$ cat src/rtl/ufc_pkg.sv
// Shared constants for the UFC FIFO bridge: TX FSM encoding, ERR bit layout
// and the TVALID stall limit.
package ufc_pkg;

  localparam logic [1:0] ST_IDLE = 2'd0;
  localparam logic [1:0] ST_FILL = 2'd1;
  localparam logic [1:0] ST_REQ  = 2'd2;
  localparam logic [1:0] ST_SEND = 2'd3;

  localparam int ERR_FULL_BIT  = 0;
  localparam int ERR_STALL_BIT = 1;

  localparam int               STALL_W     = 11;
  localparam logic [STALL_W-1:0] STALL_LIMIT = 11'd1024;

  // Index width that never collapses to zero bits for single-entry arrays.
  function automatic int clog2_min1(input int v);
    return (v <= 2) ? 1 : $clog2(v);
  endfunction

endpackage

$ cat src/rtl/ufc_pack_buf.sv
// Word-addressed pack buffer for one UFC message, read back one beat at a time.
// Slot w lands in beat w/WPB at lane w%WPB; clearing zeroes every slot.
module ufc_pack_buf
  import ufc_pkg::*;
#(
  parameter int FIFO_DATA_WIDTH   = 32,
  parameter int AURORA_DATA_WIDTH = 64,
  parameter int MAX_BEATS         = 4,
  localparam int WPB       = AURORA_DATA_WIDTH / FIFO_DATA_WIDTH,
  localparam int MAX_WORDS = MAX_BEATS * WPB,
  localparam int SLOT_W    = clog2_min1(MAX_WORDS),
  localparam int BEAT_W    = clog2_min1(MAX_BEATS)
) (
  input  logic                         clk_i,
  input  logic                         clr_i,
  input  logic                         wr_en_i,
  input  logic [SLOT_W-1:0]            wr_slot_i,
  input  logic [FIFO_DATA_WIDTH-1:0]   wr_data_i,
  input  logic [BEAT_W-1:0]            rd_beat_i,
  output logic [AURORA_DATA_WIDTH-1:0] rd_data_o
);

  logic [FIFO_DATA_WIDTH-1:0] slot_q [MAX_WORDS];

  // NOTE: the slot array has no reset branch; the owner pulses clr_i (also
  // during reset) so unused lanes of a short last beat read back as zero.
  always_ff @(posedge clk_i) begin
    for (int w = 0; w < MAX_WORDS; w++) begin
      if (clr_i) begin
        slot_q[w] <= '0;
      end else if (wr_en_i && (int'(wr_slot_i) == w)) begin
        slot_q[w] <= wr_data_i;
      end
    end
  end

  always_comb begin
    rd_data_o = '0;
    for (int w = 0; w < MAX_WORDS; w++) begin
      if ((w / WPB) == int'(rd_beat_i)) begin
        rd_data_o[(w % WPB)*FIFO_DATA_WIDTH +: FIFO_DATA_WIDTH] = slot_q[w];
      end
    end
  end

endmodule

$ cat src/rtl/ufc_fifo_bridge.sv
// Bridges an Aurora UFC link to a pair of word FIFOs: RX beats pass straight
// through, TX words are packed into UFC messages and flushed when full or idle.
module ufc_fifo_bridge
  import ufc_pkg::*;
#(
  parameter int FIFO_DATA_WIDTH   = 32,
  parameter int AURORA_DATA_WIDTH = 64,
  parameter int MAX_BEATS         = 4,
  parameter int FLUSH_TIMEOUT     = 16
) (
  input  logic                           AURORA_USER_CLK,
  input  logic                           RESET,
  output logic                           AURORA_TX_REQ,
  output logic [7:0]                     AURORA_TX_MS,
  input  logic                           AURORA_TX_TREADY,
  output logic [AURORA_DATA_WIDTH-1:0]   AURORA_TX_TDATA,
  output logic                           AURORA_TX_TVALID,
  input  logic [AURORA_DATA_WIDTH-1:0]   AURORA_RX_TDATA,
  input  logic [AURORA_DATA_WIDTH/8-1:0] AURORA_RX_TKEEP,
  input  logic                           AURORA_RX_TVALID,
  output logic                           FIFO_CLK,
  output logic [AURORA_DATA_WIDTH-1:0]   TX_FIFO_Q,
  output logic [5:0]                     TX_FIFO_NWORDS,
  output logic                           TX_FIFO_WREN,
  input  logic                           TX_FIFO_FULL,
  input  logic [FIFO_DATA_WIDTH-1:0]     RX_FIFO_Q,
  output logic                           RX_FIFO_RDEN,
  input  logic                           RX_FIFO_EMPTY,
  input  logic                           ERR_CLR,
  output logic [1:0]                     ERR,
  output logic [15:0]                    MSG_CNT
);

  localparam int WPB       = AURORA_DATA_WIDTH / FIFO_DATA_WIDTH;
  localparam int BPW       = FIFO_DATA_WIDTH / 8;
  localparam int MAX_WORDS = MAX_BEATS * WPB;
  localparam int CNT_W     = $clog2(MAX_WORDS + 1);
  localparam int IDLE_W    = $clog2(FLUSH_TIMEOUT + 1);
  localparam int SLOT_W    = clog2_min1(MAX_WORDS);
  localparam int BEAT_W    = clog2_min1(MAX_BEATS);
  localparam logic [CNT_W-1:0]  MAX_WORDS_C = CNT_W'(MAX_WORDS);
  localparam logic [IDLE_W-1:0] IDLE_MAX    = IDLE_W'(FLUSH_TIMEOUT);

  logic [1:0]         state_q, state_d;
  logic [CNT_W-1:0]   count_q, count_d;
  logic [IDLE_W-1:0]  idle_q, idle_d;
  logic [BEAT_W-1:0]  beat_q, beat_d, last_beat;
  logic               tvalid_q, tvalid_d;
  logic [7:0]         ms_q, ms_d;
  logic [15:0]        msg_cnt_q, msg_cnt_d;
  logic [STALL_W-1:0] stall_q, stall_d;
  logic [1:0]         err_q, err_d, err_set;
  logic               buf_clr;
  logic               rden;

  // RX path is a pure passthrough; word count is ceil(kept bytes / bytes per word).
  assign FIFO_CLK     = AURORA_USER_CLK;
  assign TX_FIFO_Q    = AURORA_RX_TDATA;
  assign TX_FIFO_WREN = AURORA_RX_TVALID;

  always_comb begin
    int ones;
    ones = 0;
    for (int i = 0; i < AURORA_DATA_WIDTH/8; i++) ones += int'(AURORA_RX_TKEEP[i]);
    TX_FIFO_NWORDS = 6'((ones + BPW - 1) / BPW);
  end

  assign rden = !RESET && (state_q == ST_FILL) && !RX_FIFO_EMPTY && (count_q < MAX_WORDS_C);
  assign RX_FIFO_RDEN     = rden;
  assign last_beat        = BEAT_W'((int'(count_q) + WPB - 1) / WPB - 1);
  assign AURORA_TX_REQ    = (state_q == ST_REQ);
  assign AURORA_TX_MS     = ms_q;
  assign AURORA_TX_TVALID = tvalid_q;
  assign MSG_CNT          = msg_cnt_q;
  assign ERR              = err_q;

  // NOTE: every next-state variable takes its held value first, so no path
  // through the case statement can leave one unassigned and infer a latch.
  always_comb begin
    state_d   = state_q;
    count_d   = count_q;
    idle_d    = idle_q;
    beat_d    = beat_q;
    tvalid_d  = tvalid_q;
    ms_d      = ms_q;
    msg_cnt_d = msg_cnt_q;
    buf_clr   = 1'b0;
    case (state_q)
      ST_IDLE: begin
        if (!RX_FIFO_EMPTY) begin
          state_d = ST_FILL;
          count_d = '0;
          idle_d  = '0;
          beat_d  = '0;
          buf_clr = 1'b1;
        end
      end
      ST_FILL: begin
        if (rden) begin
          count_d = count_q + 1'b1;
          idle_d  = '0;
        end else if (idle_q != IDLE_MAX) begin
          idle_d = idle_q + 1'b1;
        end
        // Leave on the same edge that fills the buffer or expires the timer.
        if ((count_d == MAX_WORDS_C) || ((count_d != '0) && (idle_d == IDLE_MAX))) begin
          state_d = ST_REQ;
          ms_d    = 8'(int'(count_d) * BPW - 1);
        end
      end
      ST_REQ: begin
        state_d  = ST_SEND;
        tvalid_d = 1'b1;
        beat_d   = '0;
      end
      ST_SEND: begin
        if (AURORA_TX_TREADY) begin
          if (beat_q == last_beat) begin
            state_d   = ST_IDLE;
            tvalid_d  = 1'b0;
            msg_cnt_d = msg_cnt_q + 1'b1;
          end else begin
            beat_d = beat_q + 1'b1;
          end
        end
      end
      default: state_d = ST_IDLE;
    endcase
  end

  // Sticky errors: a set in the same cycle as ERR_CLR survives the clear.
  always_comb begin
    stall_d = '0;
    if (tvalid_q && !AURORA_TX_TREADY) begin
      stall_d = (stall_q == STALL_LIMIT) ? stall_q : stall_q + 1'b1;
    end
    err_set                = '0;
    err_set[ERR_FULL_BIT]  = TX_FIFO_WREN && TX_FIFO_FULL;
    err_set[ERR_STALL_BIT] = tvalid_q && !AURORA_TX_TREADY && (stall_q == STALL_LIMIT - 1'b1);
    err_d                  = (ERR_CLR ? 2'b00 : err_q) | err_set;
  end

  // NOTE: non-blocking assignments make every flop load from pre-edge values,
  // independent of the order the statements appear in.
  always_ff @(posedge AURORA_USER_CLK) begin
    if (RESET) begin
      state_q   <= ST_IDLE;
      count_q   <= '0;
      idle_q    <= '0;
      beat_q    <= '0;
      tvalid_q  <= 1'b0;
      ms_q      <= '0;
      msg_cnt_q <= '0;
      stall_q   <= '0;
      err_q     <= '0;
    end else begin
      state_q   <= state_d;
      count_q   <= count_d;
      idle_q    <= idle_d;
      beat_q    <= beat_d;
      tvalid_q  <= tvalid_d;
      ms_q      <= ms_d;
      msg_cnt_q <= msg_cnt_d;
      stall_q   <= stall_d;
      err_q     <= err_d;
    end
  end

  ufc_pack_buf #(
    .FIFO_DATA_WIDTH  (FIFO_DATA_WIDTH),
    .AURORA_DATA_WIDTH(AURORA_DATA_WIDTH),
    .MAX_BEATS        (MAX_BEATS)
  ) u_pack_buf (
    .clk_i    (AURORA_USER_CLK),
    .clr_i    (buf_clr | RESET),
    .wr_en_i  (rden),
    .wr_slot_i(SLOT_W'(count_q)),
    .wr_data_i(RX_FIFO_Q),
    .rd_beat_i(beat_q),
    .rd_data_o(AURORA_TX_TDATA)
  );

endmodule

$ cat config.mk
export PLATFORM = sky130hd
export DESIGN_NAME = ufc_fifo_bridge
export DESIGN_NICKNAME = d
export VERILOG_FILES = /design/src/rtl/ufc_pkg.sv /design/src/rtl/ufc_pack_buf.sv /design/src/rtl/ufc_fifo_bridge.sv
export SDC_FILE = /design/constraint.sdc
export NUM_CORES = 1
export LEC_CHECK = 0
export BUFFER_PORTS_ARGS = -buffer_cell sky130_fd_sc_hd__buf_4
export CORE_MARGIN = 5
export CORE_UTILIZATION = 51
export DETAILED_ROUTE_END_ITERATION = 7
export PLACE_DENSITY = 0.82
export SYNTH_ARGS = -nofsm -noshare
export SYNTH_HDL_FRONTEND = slang
export SYNTH_SLANG_ARGS = --single-unit
$ cat constraint.sdc
create_clock -name AURORA_USER_CLK -period 4.6 [get_ports AURORA_USER_CLK]
set_input_delay 1.38 -clock AURORA_USER_CLK [delete_from_list [all_inputs] [get_ports AURORA_USER_CLK]]
set_output_delay 1.38 -clock AURORA_USER_CLK [all_outputs]
set_load 0.01 [all_outputs]
==> results of run 1 <==
==> final cells by class <==
type,count,area [µm²],share of cell area
inverters,30,133,0.00761
multi-input cells,933,5700,0.327
clock buffers,36,862,0.0494
flip-flops and latches,305,8670,0.497
repair buffers,173,1340,0.0766
well taps,390,488,0.0280
clock inverters,25,248,0.0142
==> metal layers <==
metal  global-route usage  up-vias
met1                0.257     5238
met2                0.360      449
met5                    0        -
met4               0.0739        0
met3               0.0380      111
li1                     -     5075
==> cell usage after synthesis (8+ instances only) <==
master / instances / area [µm²]
a21oi_1: 135 / 676
nand3b_1: 63 / 473
o21ai_0: 74 / 370
buf_4: 74 / 556
edfxtp_1: 256 / 7690
and3_1: 102 / 638
nand2_1: 161 / 604
inv_1: 28 / 105
and2_1: 162 / 1010
nand3_1: 16 / 80.1
nor3_1: 9 / 45.0
clkbuf_2: 19 / 95.1
dfxtp_1: 49 / 981
ha_1: 26 / 325
nor2_1: 48 / 180
clkbuf_1: 70 / 263
xnor2_1: 17 / 149
nor2b_1: 9 / 56.3
nand4_1: 11 / 68.8
xor2_1: 8 / 70.1
==> timing repair <==
item / CTS / global route
pin swaps: 1 / 1
setup endpoints to repair: 2 / 13
buffers inserted: 0 / 1
resized for setup: 3 / 1
==> cells by family after synthesis <==
family / count (synthesis) / synth area share
AO/OA/AOI/OAI: 259 / 0.0988
XOR/XNOR: 25 / 0.0142
adder cells (fa/ha/maj): 28 / 0.0238
buffers and inverters: 204 / 0.0715
flip-flops: 305 / 0.564
multiplexers: 10 / 0.00691
other: 1 / 0.000244
AND/OR/NAND/NOR: 607 / 0.221
==> critical path, delay by kind of cell <==
kind / cells / cell delay (ps)
buffers and inverters: 4 / 300
AOI/OAI and AO/OA: 2 / 340
xor gates and xnor gates: 1 / 150
adders and majority gates: 4 / 1460
==> through the flow <==
stage          instance area (µm²)  setup slack [ps]  cells  hold slack (ps)  power, mW
3_5_place_dp                 16300              -467   1831              457       5.11
2_1_floorplan                15400              -169   1442              461       4.53
3_3_place_gp                 16300              -436   1831              454       5.05
4_1_cts                      17400              -425   1891              476       7.76
5_1_grt                      17400              -483   1892              514       8.03
6_report                     17400              -408   1892              473       7.72
==> worst max-delay path by stage <==
stage | end | cells after the start
final | TX_FIFO_NWORDS[0] | 11
after global routing | TX_FIFO_NWORDS[0] | 11
after CTS | TX_FIFO_NWORDS[0] | 11
after detailed placement | TX_FIFO_NWORDS[0] | 11
after global placement | TX_FIFO_NWORDS[0] | 11
after floorplan | TX_FIFO_NWORDS[0] | 9
==> registers in the layout, indices dropped and copies added (netlist names) <==
register,count
idle_q,5
AURORA_TX_MS,6
MSG_CNT,16
u_pack_buf.slot_q,256
beat_q,2
state_q,2
ERR,2
AURORA_TX_TVALID,1
stall_q,11
count_q,4
==> where the power goes <==
group	switching, mW	leakage [nW]	internal [mW]
combinational	0.896	3.22	0.517
clock	1.09	0.538	1.58
sequential	0.132	3.18	3.50
total	2.12	6.93	5.60
==> flow_summary.ini, run 1 <==
[worst_setup_path]
cp_data_required_time_ps = 3220
cpMostUsedCell = fa_1
endpoint_kind = primary output
arrival_ps = 3630
cpPeakStageDelay_ps = 500
crit_path_start = AURORA_RX_TKEEP[0]
cp-start-kind = primary input
path_max_fanout = 2
rr_worst_depth = 7
cp_slowest_cell = fa_1
crit_type = in2out
path_cells = buf_8, inv_12, ha_4, fa_1, fa_1, inv_1, ha_1, a21o_1, a21oi_2, xor2_1, buf_4
rr_endpoint = MSG_CNT[15]$_SDFFE_PP0P_
rrSetupSlack_ps = 1320
reg2reg_from = count_q[2]$_SDFFE_PP0P_

[sta]
tightest_slew_ps = 851
drv_slew = 0
rsz0062_at_grt = yes
period_share = 1.09
setup_slack_ps = -408
skew_ps = 6.02
max_freq_mhz = 200
finalCriticalPeriod_ps = 5010
setup_tns_ps = -779
hold_viol = 0
setup_viol = 2
slew_headroom = 0.432

[power_and_ir_drop]
ir_worst_vdd_uv = 337
p_per_area_nw_per_um2 = 443
power.leakage_nw = 6.93

[routing]
met3WireLength_um = 2800
vias = 10900
ant_nets = 0
drt-met1-wl_um = 14200
top_layer = met4
route.detailed.drc = 0
drt_iter0_drc = 907
dr.pass1.iters = 5
met2_length_um = 17800
viasPerCell = 5.75
drt_wl_total_um = 36000
wire_per_inst_um = 19.0

[min_path]
hold_depth = 2
hold_path.class = reg2reg
holdPathEnd = ERR[1]$_SDFF_PP0_
min-delay-start = ERR[1]$_SDFF_PP0_

[synthesis]
synthArstFlopShare = 0
yosys_warnings = 0
synth_seq_area_share = 0.564
synth_area_um2 = 15400
synthCells = 1439
synthFlopType = edfxtp_1
yosys.cell_types.count = 63
synth_edf_count = 256
synth_seq_cells = 305
syn_area_per_cell_um2 = 10.7

[cells_and_area]
syn_to_final_growth_pct = 13.4
nets = 1617
layout-drive-gt1-share = 0.177
diodes = 0
final_cell_mix = 256 x edfxtp_1, 170 x buf_4, 162 x and2_1
post-route-util = 0.587
layout_commonest_cell = edfxtp_1
fillers = 2375

[floorplan]
io_pins = 276
die_h_um = 184
coreArea_um2 = 29700
fp-row-count = 63
initial_utilization = 0.518
die_x_um = 184
die_area_um2 = 33700

[clock_tree]
clk_latency_ps = 660
clkTransAtPathRegs_ps = 60
ctsHoldBuffers = 0
cts_tree = yes

[grt]
grt_usage = 0.206
antenna_found_initial = 0
grt_overflow = 0
grt_max_degree = 97
grt_pass1_vias = 10800
grt_pass1_wl_um = 56400

[placement]
dpl.hpwl_um = 22200
port_buffers = 143
finalWeightedCongestion = 0.823

[flow_run]
cap_violations = 0

[run_status]
violations = setup timing
run_status = finished, violations left
Power figures use the tool's default switching activity.
==> run 2, diff against run 1 <==
--- a/config.mk
+++ b/config.mk
@@ -9,6 +9,7 @@
 export CORE_MARGIN = 5
 export CORE_UTILIZATION = 51
 export DETAILED_ROUTE_END_ITERATION = 7
+export MAX_ROUTING_LAYER = met4
 export PLACE_DENSITY = 0.82
 export SYNTH_ARGS = -nofsm -noshare
 export SYNTH_HDL_FRONTEND = slang
==> flow_summary.ini, run 2 (synthesis gave the netlist of run 1 again) <==
[routing]
ant_nets = 0
drt_iter0_drc = 849
dr.pass1.iters = 6
drt_wl_total_um = 35900
vias = 10800
route.detailed.drc = 0
wire_per_inst_um = 19.0
viasPerCell = 5.73

[min_path]
hold_path.class = reg2reg
holdPathEnd = ERR[1]$_SDFF_PP0_
hold_depth = 2
min-delay-start = ERR[1]$_SDFF_PP0_

[cells_and_area]
largest_register = u_pack_buf.slot_q
diodes = 0
fin_cells = 1892
syn_to_final_growth_pct = 13.4
final_area_um2 = 17400
largest_register_ffs = 256
layout_commonest_cell = edfxtp_1
nets = 1617
post-route-util = 0.587
final_cell_mix = 256 x edfxtp_1, 170 x buf_4, 162 x and2_1
layout-drive-gt1-share = 0.177

[sta]
finalCriticalPeriod_ps = 5010
period_share = 1.09
drv_slew = 0
tightest_slew_ps = 848
hold_viol = 0
max_freq_mhz = 200
setup_viol = 2
setup_slack_ps = -408
skew_ps = 7.24
slew_headroom = 0.435
rsz0062_at_grt = yes

[clock_tree]
clk_latency_ps = 660
cts_tree = yes
clkTransAtPathRegs_ps = 60
ctsHoldBuffers = 0

[flow_run]
cap_violations = 0

[placement]
dpl.hpwl_um = 22200
place_ws_ps = -467
placed_area_um2 = 16300
finalWeightedCongestion = 0.836
dp_cells = 1831
port_buffers = 143

[worst_setup_path]
cp_data_required_time_ps = 3220
rr_worst_depth = 7
arrival_ps = 3630
endpoint_kind = primary output
reg2reg_from = count_q[2]$_SDFFE_PP0P_
rrSetupSlack_ps = 1330
crit_type = in2out
cp-start-kind = primary input
rr_endpoint = MSG_CNT[15]$_SDFFE_PP0P_
path_max_fanout = 2

[floorplan]
coreArea_um2 = 29700
fp-row-count = 63
initial_utilization = 0.518
die_area_um2 = 33700
die_x_um = 184
io_pins = 276
die_h_um = 184

[grt]
antenna_found_initial = 0
grt_pass1_wl_um = 56300
grt_overflow = 0
grt_max_degree = 97
grt_usage = 0.212
grt_pass1_vias = 10700

[power_and_ir_drop]
power.leakage_nw = 6.93
ir_worst_vdd_uv = 336
p_per_area_nw_per_um2 = 443

[run_status]
run_status = finished, violations left
violations = setup timing
[run 2: cell counts in the layout (fill, tap and decap cells not counted)]
No cell type changed its count.
[run 2: area by class of cell]
type | count | area, µm²
inverters | 30 | 133
clock buffers | 36 | 862
well taps | 390 | 488
multi-input cells | 933 | 5700
fillers | 2375 | 12300
flip-flops and latches | 305 | 8670
clock inverters | 25 | 248
repair buffers | 173 | 1340
[run 2: what timing repair did]
item | CTS | global route
pin swaps | 1 | 1
resized for setup | 3 | 1
hold endpoints to repair | 0 | 0
cloned | 0 | 0
buffers inserted | 0 | 1
endpoints found under the setup margin | 2 | 13
[run 2: report_power, final]
part           internal (mW)  switching [mW]
clock network           1.58            1.09
registers               3.50           0.132
logic                  0.517           0.892
[run 2: worst max-delay path by stage]
stage | startpoint | end | slack, ps | cells past startpoint
after CTS | AURORA_RX_TKEEP[0] | TX_FIFO_NWORDS[0] | -430 | 11
final | AURORA_RX_TKEEP[0] | TX_FIFO_NWORDS[0] | -410 | 11
after floorplan | AURORA_RX_TKEEP[0] | TX_FIFO_NWORDS[0] | -170 | 9
after global placement | AURORA_RX_TKEEP[0] | TX_FIFO_NWORDS[0] | -440 | 11
after global routing | AURORA_RX_TKEEP[0] | TX_FIFO_NWORDS[0] | -480 | 11
after detailed placement | AURORA_RX_TKEEP[0] | TX_FIFO_NWORDS[0] | -470 | 11
[run 2: per-layer routing]
layer  part of all wire  global-route usage  wire length [µm]  up-vias
met2               0.50               0.362             17800      430
met3              0.080              0.0332              2870      109
met1               0.39               0.258             14100     5215
met5                  0                   -                 0        -
li1                   -                   -                 -     5088
met4              0.033              0.0739              1170        0
[run 2: critical path: stages]
cell and delay, ps:
buf_8 90, inv_12 30, ha_4 220, fa_1 480
fa_1 500, inv_1 40, ha_1 260, a21o_1 170
a21oi_2 170, xor2_1 150, buf_4 140
[run 2: per-stage QoR]
step	hold WS [ps]	setup TNS, ps	total power, mW
2_1_floorplan	461	-189	4.53
3_3_place_gp	454	-811	5.05
3_5_place_dp	457	-878	5.11
4_1_cts	476	-814	7.76
5_1_grt	514	-909	8.02
6_report	473	-779	7.72
==> run 3, diff against run 2 <==
--- a/config.mk
+++ b/config.mk
@@ -11,6 +11,7 @@
 export DETAILED_ROUTE_END_ITERATION = 7
 export MAX_ROUTING_LAYER = met4
 export PLACE_DENSITY = 0.82
+export RECOVER_POWER = 100
 export SYNTH_ARGS = -nofsm -noshare
 export SYNTH_HDL_FRONTEND = slang
 export SYNTH_SLANG_ARGS = --single-unit
==> flow_summary.ini, run 3 (synthesis gave the netlist of run 1 again) <==
[worst_setup_path]
cp-start-kind = primary input
arrival_ps = 3630
endpoint_kind = primary output
crit_type = in2out
path_max_fanout = 2
cp_data_required_time_ps = 3220

[sta]
tightest_slew_ps = 1970
rsz0062_at_grt = yes
slew_headroom = -0.315
max_freq_mhz = 200
drv_slew = 236
hold_viol = 0
period_share = 1.09
setup_slack_ps = -408
setup_tns_ps = -779
setup_viol = 2
skew_ps = 5.31
finalCriticalPeriod_ps = 5010

[cells_and_area]
final_cell_mix = 256 x edfxtp_1, 162 x nand2_1, 136 x a21oi_1
diodes = 0
nets = 1617
layout-drive-gt1-share = 0.130
syn_to_final_growth_pct = 10.8
layout_commonest_cell = edfxtp_1
multi_input_area_um2 = 5570
final_area_um2 = 17000
largest_register = u_pack_buf.slot_q
largest_register_ffs = 256
fin_cells = 1892
regArea_um2 = 8670
fillers = 2472

[power_and_ir_drop]
p_per_area_nw_per_um2 = 448
power.leakage_nw = 6.58
ir_worst_vdd_uv = 331

[clock_tree]
cts_tree = yes
clkTransAtPathRegs_ps = 60
ctsHoldBuffers = 0
clk_latency_ps = 660

[routing]
ant_nets = 0
top_layer = met4
wire_per_inst_um = 19.0
drt_iter0_drc = 933
met2_length_um = 17900
met3WireLength_um = 2760
drt_wl_total_um = 36000
vias = 10800
route.detailed.drc = 0
dr.pass1.iters = 7
drt-met1-wl_um = 14200
viasPerCell = 5.73

[grt]
antenna_found_initial = 0
grt_pass1_wl_um = 56300
grt_usage = 0.212
grt_max_degree = 97
grt_overflow = 0
grt_pass1_vias = 10700

[floorplan]
die_area_um2 = 33700
die_h_um = 184
initial_utilization = 0.518
io_pins = 276
fp-row-count = 63
die_x_um = 184
coreArea_um2 = 29700

[run_status]
violations = capacitance limit, slew limit, setup timing
run_status = finished, violations left

[placement]
finalWeightedCongestion = 0.836
port_buffers = 143
placed_area_um2 = 16300
dpl.hpwl_um = 22200
dp_cells = 1831

[min_path]
hold_path.class = reg2reg

[flow_run]
cap_violations = 6
## run 3: cell types whose count changed in the layout (fill, tap and decap cells not counted), sizes merged
cell and delta:
clkinvlp +1, buf -72, inv -1, clkbuf +72
## run 3: report_power, final
group | total (mW) | internal [mW] | switching, mW
clock network | 2.67 | 1.58 | 1.09
registers | 3.64 | 3.51 | 0.132
logic | 1.33 | 0.456 | 0.874
## run 3: worst paths after layout
| check | start | to | slack, ps | cells after the start |
|---|---|---|---|---|
| max | AURORA_RX_TKEEP[0] | TX_FIFO_NWORDS[0] | -410 | 11 |
| min | ERR[1]$_SDFF_PP0_ | ERR[1]$_SDFF_PP0_ | 470 | 2 |
| max reg2reg | state_q[1]$_SDFFE_PP0P_ | u_pack_buf.slot_q[1][41]$_SDFFCE_PN0P_ | 270 | 8 |
| min reg2reg | ERR[1]$_SDFF_PP0_ | ERR[1]$_SDFF_PP0_ | 470 | 2 |
## run 3: what timing repair did
item                                    in CTS  in global routing
resized for setup                            3                  1
buffers inserted                             0                  1
pin swaps                                    1                  1
endpoints found under the setup margin       2                 13
## run 3: metal layers
| layer | vias up | track usage |
|---|---|---|
| met3 | 107 | 0.0332 |
| met2 | 449 | 0.362 |
| li1 | 5073 | - |
| met5 | - | - |
| met1 | 5213 | 0.258 |
| met4 | 0 | 0.0739 |
## run 3: cell type report
cell class	count	share of cell area
inverter	30	0.00756
clock buffer	36	0.0504
multi-input combinational	933	0.327
sequential	305	0.509
tap	390	0.0286
clock inverter	25	0.0145
timing repair buffer	173	0.0639
## run 3: metrics by stage
step	total power [mW]	utilization	setup WS, ps	hold slack (ps)
detailed placement	5.11	0.548	-467	457
floorplan	4.53	-	-169	461
global route	7.94	0.574	-483	514
finish	7.64	0.574	-408	468
CTS	7.76	0.586	-425	476
global placement	5.05	0.548	-436	454
## run 3: worst max-delay path, stage by stage
cell and delay (ps):
buf_8 90, inv_12 30, ha_4 220, fa_1 480, fa_1 500, inv_1 40
ha_1 260, a21o_1 170, a21oi_2 170, xor2_1 150, buf_4 140
